### src/rtl/sd_pkg.sv
// Shared definitions for the signed-digit on-the-fly conversion datapath.
// Digit encodings, default frame length and converter FSM states.
package sd_pkg;

   localparam int SD_N = 8;

   localparam logic [1:0] SD_POS  = 2'b10;
   localparam logic [1:0] SD_NEG  = 2'b01;
   localparam logic [1:0] SD_ZERO = 2'b00;

   typedef enum logic {
      IDLE = 1'b0,
      RUN  = 1'b1
   } sd_state_e;

endpackage

### src/rtl/sd_otfc_step.sv
// One on-the-fly conversion step: appends a signed digit to Q and QM.
// Purely combinational; the caller owns the registers.
module sd_otfc_step
   import sd_pkg::*;
#(
   parameter int N = SD_N
) (
   input  logic [N:0] q,
   input  logic [N:0] qm,
   input  logic [1:0] dig,
   output logic [N:0] q_nx,
   output logic [N:0] qm_nx
);

   logic is_pos;
   logic is_neg;

   assign is_pos = (dig == SD_POS);
   assign is_neg = (dig == SD_NEG);

   always_comb begin
      q_nx  = {q[N-1:0], 1'b0};
      qm_nx = {qm[N-1:0], 1'b1};
      unique case (1'b1)
         is_pos: begin
            q_nx  = {q[N-1:0], 1'b1};
            qm_nx = {q[N-1:0], 1'b0};
         end
         is_neg: begin
            q_nx  = {qm[N-1:0], 1'b1};
            qm_nx = {qm[N-1:0], 1'b0};
         end
         default: ;
      endcase
   end

endmodule

### src/rtl/sd_otf_conv.sv
// MSB-first signed-digit to two's-complement on-the-fly converter.
// Optional ReLU clamp with early sign flag: define SD_OTF_CONV_RELU_EN.
module sd_otf_conv
   import sd_pkg::*;
#(
   parameter int N = SD_N
) (
   input  logic       clk,
   input  logic       rst,
   input  logic       d_p,
   input  logic       d_n,
   input  logic       d_valid,
   input  logic       d_first,
   output logic [N:0] q,
   output logic       q_valid,
   output logic       busy,
   output logic       abort,
   output logic       neg_early
);

   localparam int CW = $clog2(N + 1);

   sd_state_e   state;
   logic [CW-1:0] cnt;
   logic [N:0]  q_r;
   logic [N:0]  qm_r;

   logic          start;
   logic          adv;
   logic          apply;
   logic          done;
   logic [CW-1:0] cnt_nx;
   logic [N:0]    base_q;
   logic [N:0]    base_qm;
   logic [N:0]    q_nx;
   logic [N:0]    qm_nx;
   logic [N:0]    q_fin;
   logic [1:0]    dig;

   assign dig     = {d_p, d_n};
   assign start   = d_valid & d_first;
   assign adv     = d_valid & ~d_first & (state == RUN);
   assign apply   = start | adv;
   assign cnt_nx  = start ? CW'(1) : cnt + CW'(1);
   assign done    = apply & (cnt_nx == CW'(N));
   assign base_q  = start ? '0 : q_r;
   assign base_qm = start ? '1 : qm_r;
   assign busy    = (state == RUN);

   sd_otfc_step #(.N(N)) u_step (
      .q     (base_q),
      .qm    (base_qm),
      .dig   (dig),
      .q_nx  (q_nx),
      .qm_nx (qm_nx)
   );

`ifdef SD_OTF_CONV_RELU_EN
   logic sign_set;
   logic sign_neg;
   logic dig_nz;
   logic dig_neg;
   logic neg_now;
   logic set_now;

   assign dig_nz  = (dig == SD_POS) | (dig == SD_NEG);
   assign dig_neg = (dig == SD_NEG);
   // A restart discards any sign already resolved for the old frame.
   assign set_now = start ? dig_nz  : (sign_set | dig_nz);
   assign neg_now = start ? dig_neg : (sign_set ? sign_neg : dig_neg);
   assign q_fin   = neg_now ? '0 : q_nx;

   always_ff @(posedge clk) begin
      if (rst) begin
         sign_set  <= 1'b0;
         sign_neg  <= 1'b0;
         neg_early <= 1'b0;
      end else begin
         neg_early <= 1'b0;
         if (apply) begin
            sign_set  <= done ? 1'b0 : set_now;
            sign_neg  <= done ? 1'b0 : neg_now;
            neg_early <= dig_neg & (start | ~sign_set);
         end
      end
   end
`else
   assign q_fin     = q_nx;
   assign neg_early = 1'b0;
`endif

   always_ff @(posedge clk) begin
      if (rst) begin
         state   <= IDLE;
         cnt     <= '0;
         q_r     <= '0;
         qm_r    <= '0;
         q       <= '0;
         q_valid <= 1'b0;
         abort   <= 1'b0;
      end else begin
         q_valid <= 1'b0;
         abort   <= start & (state == RUN);
         if (apply) begin
            q_r  <= q_nx;
            qm_r <= qm_nx;
            if (done) begin
               state   <= IDLE;
               cnt     <= '0;
               q       <= q_fin;
               q_valid <= 1'b1;
            end else begin
               state <= RUN;
               cnt   <= cnt_nx;
            end
         end
      end
   end

endmodule

### config.mk
export PLATFORM = sky130hd
export DESIGN_NAME = sd_otf_conv
export DESIGN_NICKNAME = d
export VERILOG_FILES = /design/src/rtl/sd_pkg.sv /design/src/rtl/sd_otfc_step.sv /design/src/rtl/sd_otf_conv.sv
export SDC_FILE = /design/constraint.sdc
export NUM_CORES = 1
export LEC_CHECK = 0
export BUFFER_PORTS_ARGS = -buffer_cell sky130_fd_sc_hd__buf_2
export CORE_ASPECT_RATIO = 1.25
export CORE_MARGIN = 2
export CORE_UTILIZATION = 30
export DETAILED_ROUTE_END_ITERATION = 8
export GPL_TIMING_DRIVEN = 0
export PLACE_DENSITY = 0.47
export SYNTH_ARGS = -nofsm -noshare
export SYNTH_HDL_FRONTEND = slang
export SYNTH_SLANG_ARGS = --single-unit
### constraint.sdc
create_clock -name clk -period 1.8 [get_ports clk]
set_clock_uncertainty 0.05 [all_clocks]
set_input_delay 0.18 -clock clk [delete_from_list [all_inputs] [get_ports clk]]
set_output_delay 0.18 -clock clk [all_outputs]
set_load 0.05 [all_outputs]
==> results.md <==
* Ys flop type: dfxtp_1
* CP max FO at 10
* Max rail drop VDD at 0.253 mV
* Mapped Nets at between 150 and 200
* CTS hold repair buffers at 0
* Hold Path Origin: rst
* Vias/cell at 5.22
* Final total power at 1.66 mW
* Dpl cells at 267
* GPL Wtd Cong at between 0.7 and 0.8
* P per Cell Area at 894 mW/mm²
* Fill count at roughly 540
* Register area share after synthesis at 0.414
* Starting Density at 0.307
* Initial antenna violation count at 0
* Leak pwr at between 0.7 and 0.8 nW
* Commonest non-fill, non-tap cell in the layout: a21oi_1
* Global route overflow at 0
* Synth Register Bits at 32
* Top cell type's share of synthesized area at 0.414
* Final instance area at between 0.0015 and 0.002 mm²
* Final Util at 0.368
* Fin cells at ~280
* Max clock buf depth at 2
* Initial DRC count at between 70 and 80
* Critical-path top delay cell: dfxtp_2
* DP Area at 0.00170 mm²
* GRT Util Overall at 0.163
* Clock root cell: clkbuf_8
* Crit-path max cell delay at roughly 0.35 ns
* Synth Instances at between 150 and 200
* Cell count of the worst reg-to-reg path at 6
* Asr flop ratio synth at 0
* Ys Warns at 0
* Reg clk slew, reported paths at 0.07 ns
* Dpl hpwl at about 3000 µm
* Min Clock Period, post-route at ~1.7 ns
* RSZ-0062 raised after global routing: no
* Num Clock Sinks at 32
* First-pass GRT wire length at 7050 µm
* Status: completed
* Layout cells sized above 1 at 0.201
* Vias at roughly 1400
* Final setup viols at 0
* Final-report hold violation count at 0
* Top-Level Pins at 19
* TritonCTS buffer count at 5
* Crit path DAT at approximately 1.9 ns
* Largest net degree at the start of global routing at 11
* Critical Path Sink Type: flip-flop
* Reg2reg setup slack at ~0.086 ns
* Die width at slightly below 70 µm
* Slew HR at 0.608
* Max Fclk at about 600 MHz
* Ranking of synthesized cells by area: dfxtp_1 41%, a21oi_1 9.7%, nor3_1 5.5%, nor2_1 5.3%, nand2_1 4.6%
* Critical path class: flip-flop to flip-flop
* Instance count on the critical path at 6
* Vias in the first global route at ~1400
* Slew Limit Fails at 0
* Die Y-Extent at around 84 µm
* Diodes inserted at 0
* Synth area leader: dfxtp_1
* Wire per inst at 15.3 µm
* IO buf count at 15
* Sequential Area at approximately 640 µm²
* Die area at about 0.0058 mm²
* RR Startpoint: cnt[0]$_SDFFE_PP0N_
* Core area at slightly above 0.005 mm²
* Area grow syn2layout at 20.0%
* Worst path cell trace: ha_2, xor2_2, a211o_1, buf_6, or3_1, a21oi_1
* Final Cycle Share at 0.952
* Clock latency on the worst-skew pair at about 0.29 ns
* WHS Endpoint: q[8]$_SDFFE_PP0P_
* H-Tree Depth at 2
* Row cnt at 29
* Post-synth cell types at 39
* Worst Max-Slew Pin Slew at 0.584 ns
* # DRC at 0
* Synthesized area per cell at around 8 µm²
* Class of the worst hold path: input pin to flip-flop
* WP buf/inv at 1
* Number of enable flip-flop cells after synthesis at 0
* Post-Syn Area at 0.00155 mm²
* R2R Path End: q[0]$_SDFFE_PP0P_
* TritonCTS clock tree: done
* Critical Path RT at around 2.0 ns
* Area occupied by multi-input gates at roughly 860 µm²
* Final WL at ~4200 µm
* Delay-heaviest family, CP: compound AO/OA/AOI/OAI gates
* DRT antenna net count at 0
* Final nets at 222
* Worst setup SP type: flip-flop
* Most frequent cells in the layout: 30 x a21oi_1, 29 x dfxtp_1, 21 x nor2_1
* Router iterations before antenna repair at 4
* Hold Path Depth at 2
* Max_cap viols at 0
how the worst max path moves through the flow:
stage,from,endpoint
finish,cnt[0]$_SDFFE_PP0N_,q[0]$_SDFFE_PP0P_
global route,cnt[0]$_SDFFE_PP0N_,q[0]$_SDFFE_PP0P_
CTS,cnt[0]$_SDFFE_PP0N_,q[0]$_SDFFE_PP0P_
detailed placement,d_p,q_r[6]$_SDFFE_PP0N_
global placement,d_p,q[6]$_SDFFE_PP0P_
floorplan,cnt[0]$_SDFFE_PP0N_,q[0]$_SDFFE_PP0P_
cells in the mapped netlist, types with 2 or more instances:
master     instances
dfxtp_1           32
a21oi_1           30
nor2_1            22
nand2_1           19
nor3_1            17
a211o_1            8
clkbuf_1           8
a31oi_1            7
o2bb2ai_1          5
a211oi_1           4
buf_2              4
ha_1               3
o21ai_1            3
buf_6              2
inv_1              2
logic make-up (layout without fill, tap and decap cells):
| family | Yosys count | count (layout) | share of synthesized area |
|---|---|---|---|
| muxes | 2 | 2 | 0.0162 |
| xor gates and xnor gates | 1 | 1 | 0.00566 |
| and+or+nand+nor | 69 | 69 | 0.212 |
| adders and majority gates | 3 | 3 | 0.0242 |
| other | 1 | 1 | 0.00242 |
| AOI/OAI and AO/OA | 65 | 65 | 0.270 |
| DFF | 32 | 32 | 0.414 |
| buffers and inverters | 17 | 41 | 0.0565 |
state kept, by name (all words and copies together), names as in the netlist:
signal	flops
cnt	4
q_r	8
q	9
qm_r	8
abort	1
q_valid	1
busy	1
through the flow:
stage / hold WS, ns / setup WS, ns / setup TNS (ns)
after floorplan: 0.202 / 0.133 / 0
after global placement: 0.365 / -0.192 / -2.49
after detailed placement: 0.365 / -0.188 / -2.56
after CTS: 0.0554 / 0.00162 / 0
after global routing: 0.0667 / 0.00240 / 0
final: 0.0617 / 0.0856 / 0
per-layer routing:
layer	global-route usage	vias up	wire length, µm
met4	0.0545	0	62
met1	0.219	675	2030
li1	-	725	-
met5	0	-	0
met2	0.252	34	1950
met3	0.0402	6	173
report_power, final:
part | internal [mW] | switching [mW] | total, mW
registers | 0.733 | 0.0224 | 0.755
clock network | 0.411 | 0.285 | 0.696
logic | 0.0701 | 0.139 | 0.210
total | 1.21 | 0.447 | 1.66
what timing repair did:
item,in CTS,in global routing
pin swaps,0,1
setup buffers,0,1
setup endpoints to repair,5,24
cloned,0,0
resized for setup,1,11
final cells by class:
class	count	area share
timing repair buffer	16	0.0444
clock inverter	2	0.0189
multi-input combinational	141	0.461
clock buffer	6	0.0391
inverter	2	0.00404
tap	62	0.0418
buffer	15	0.0444
sequential	32	0.347
Power figures use the tool's default switching activity.
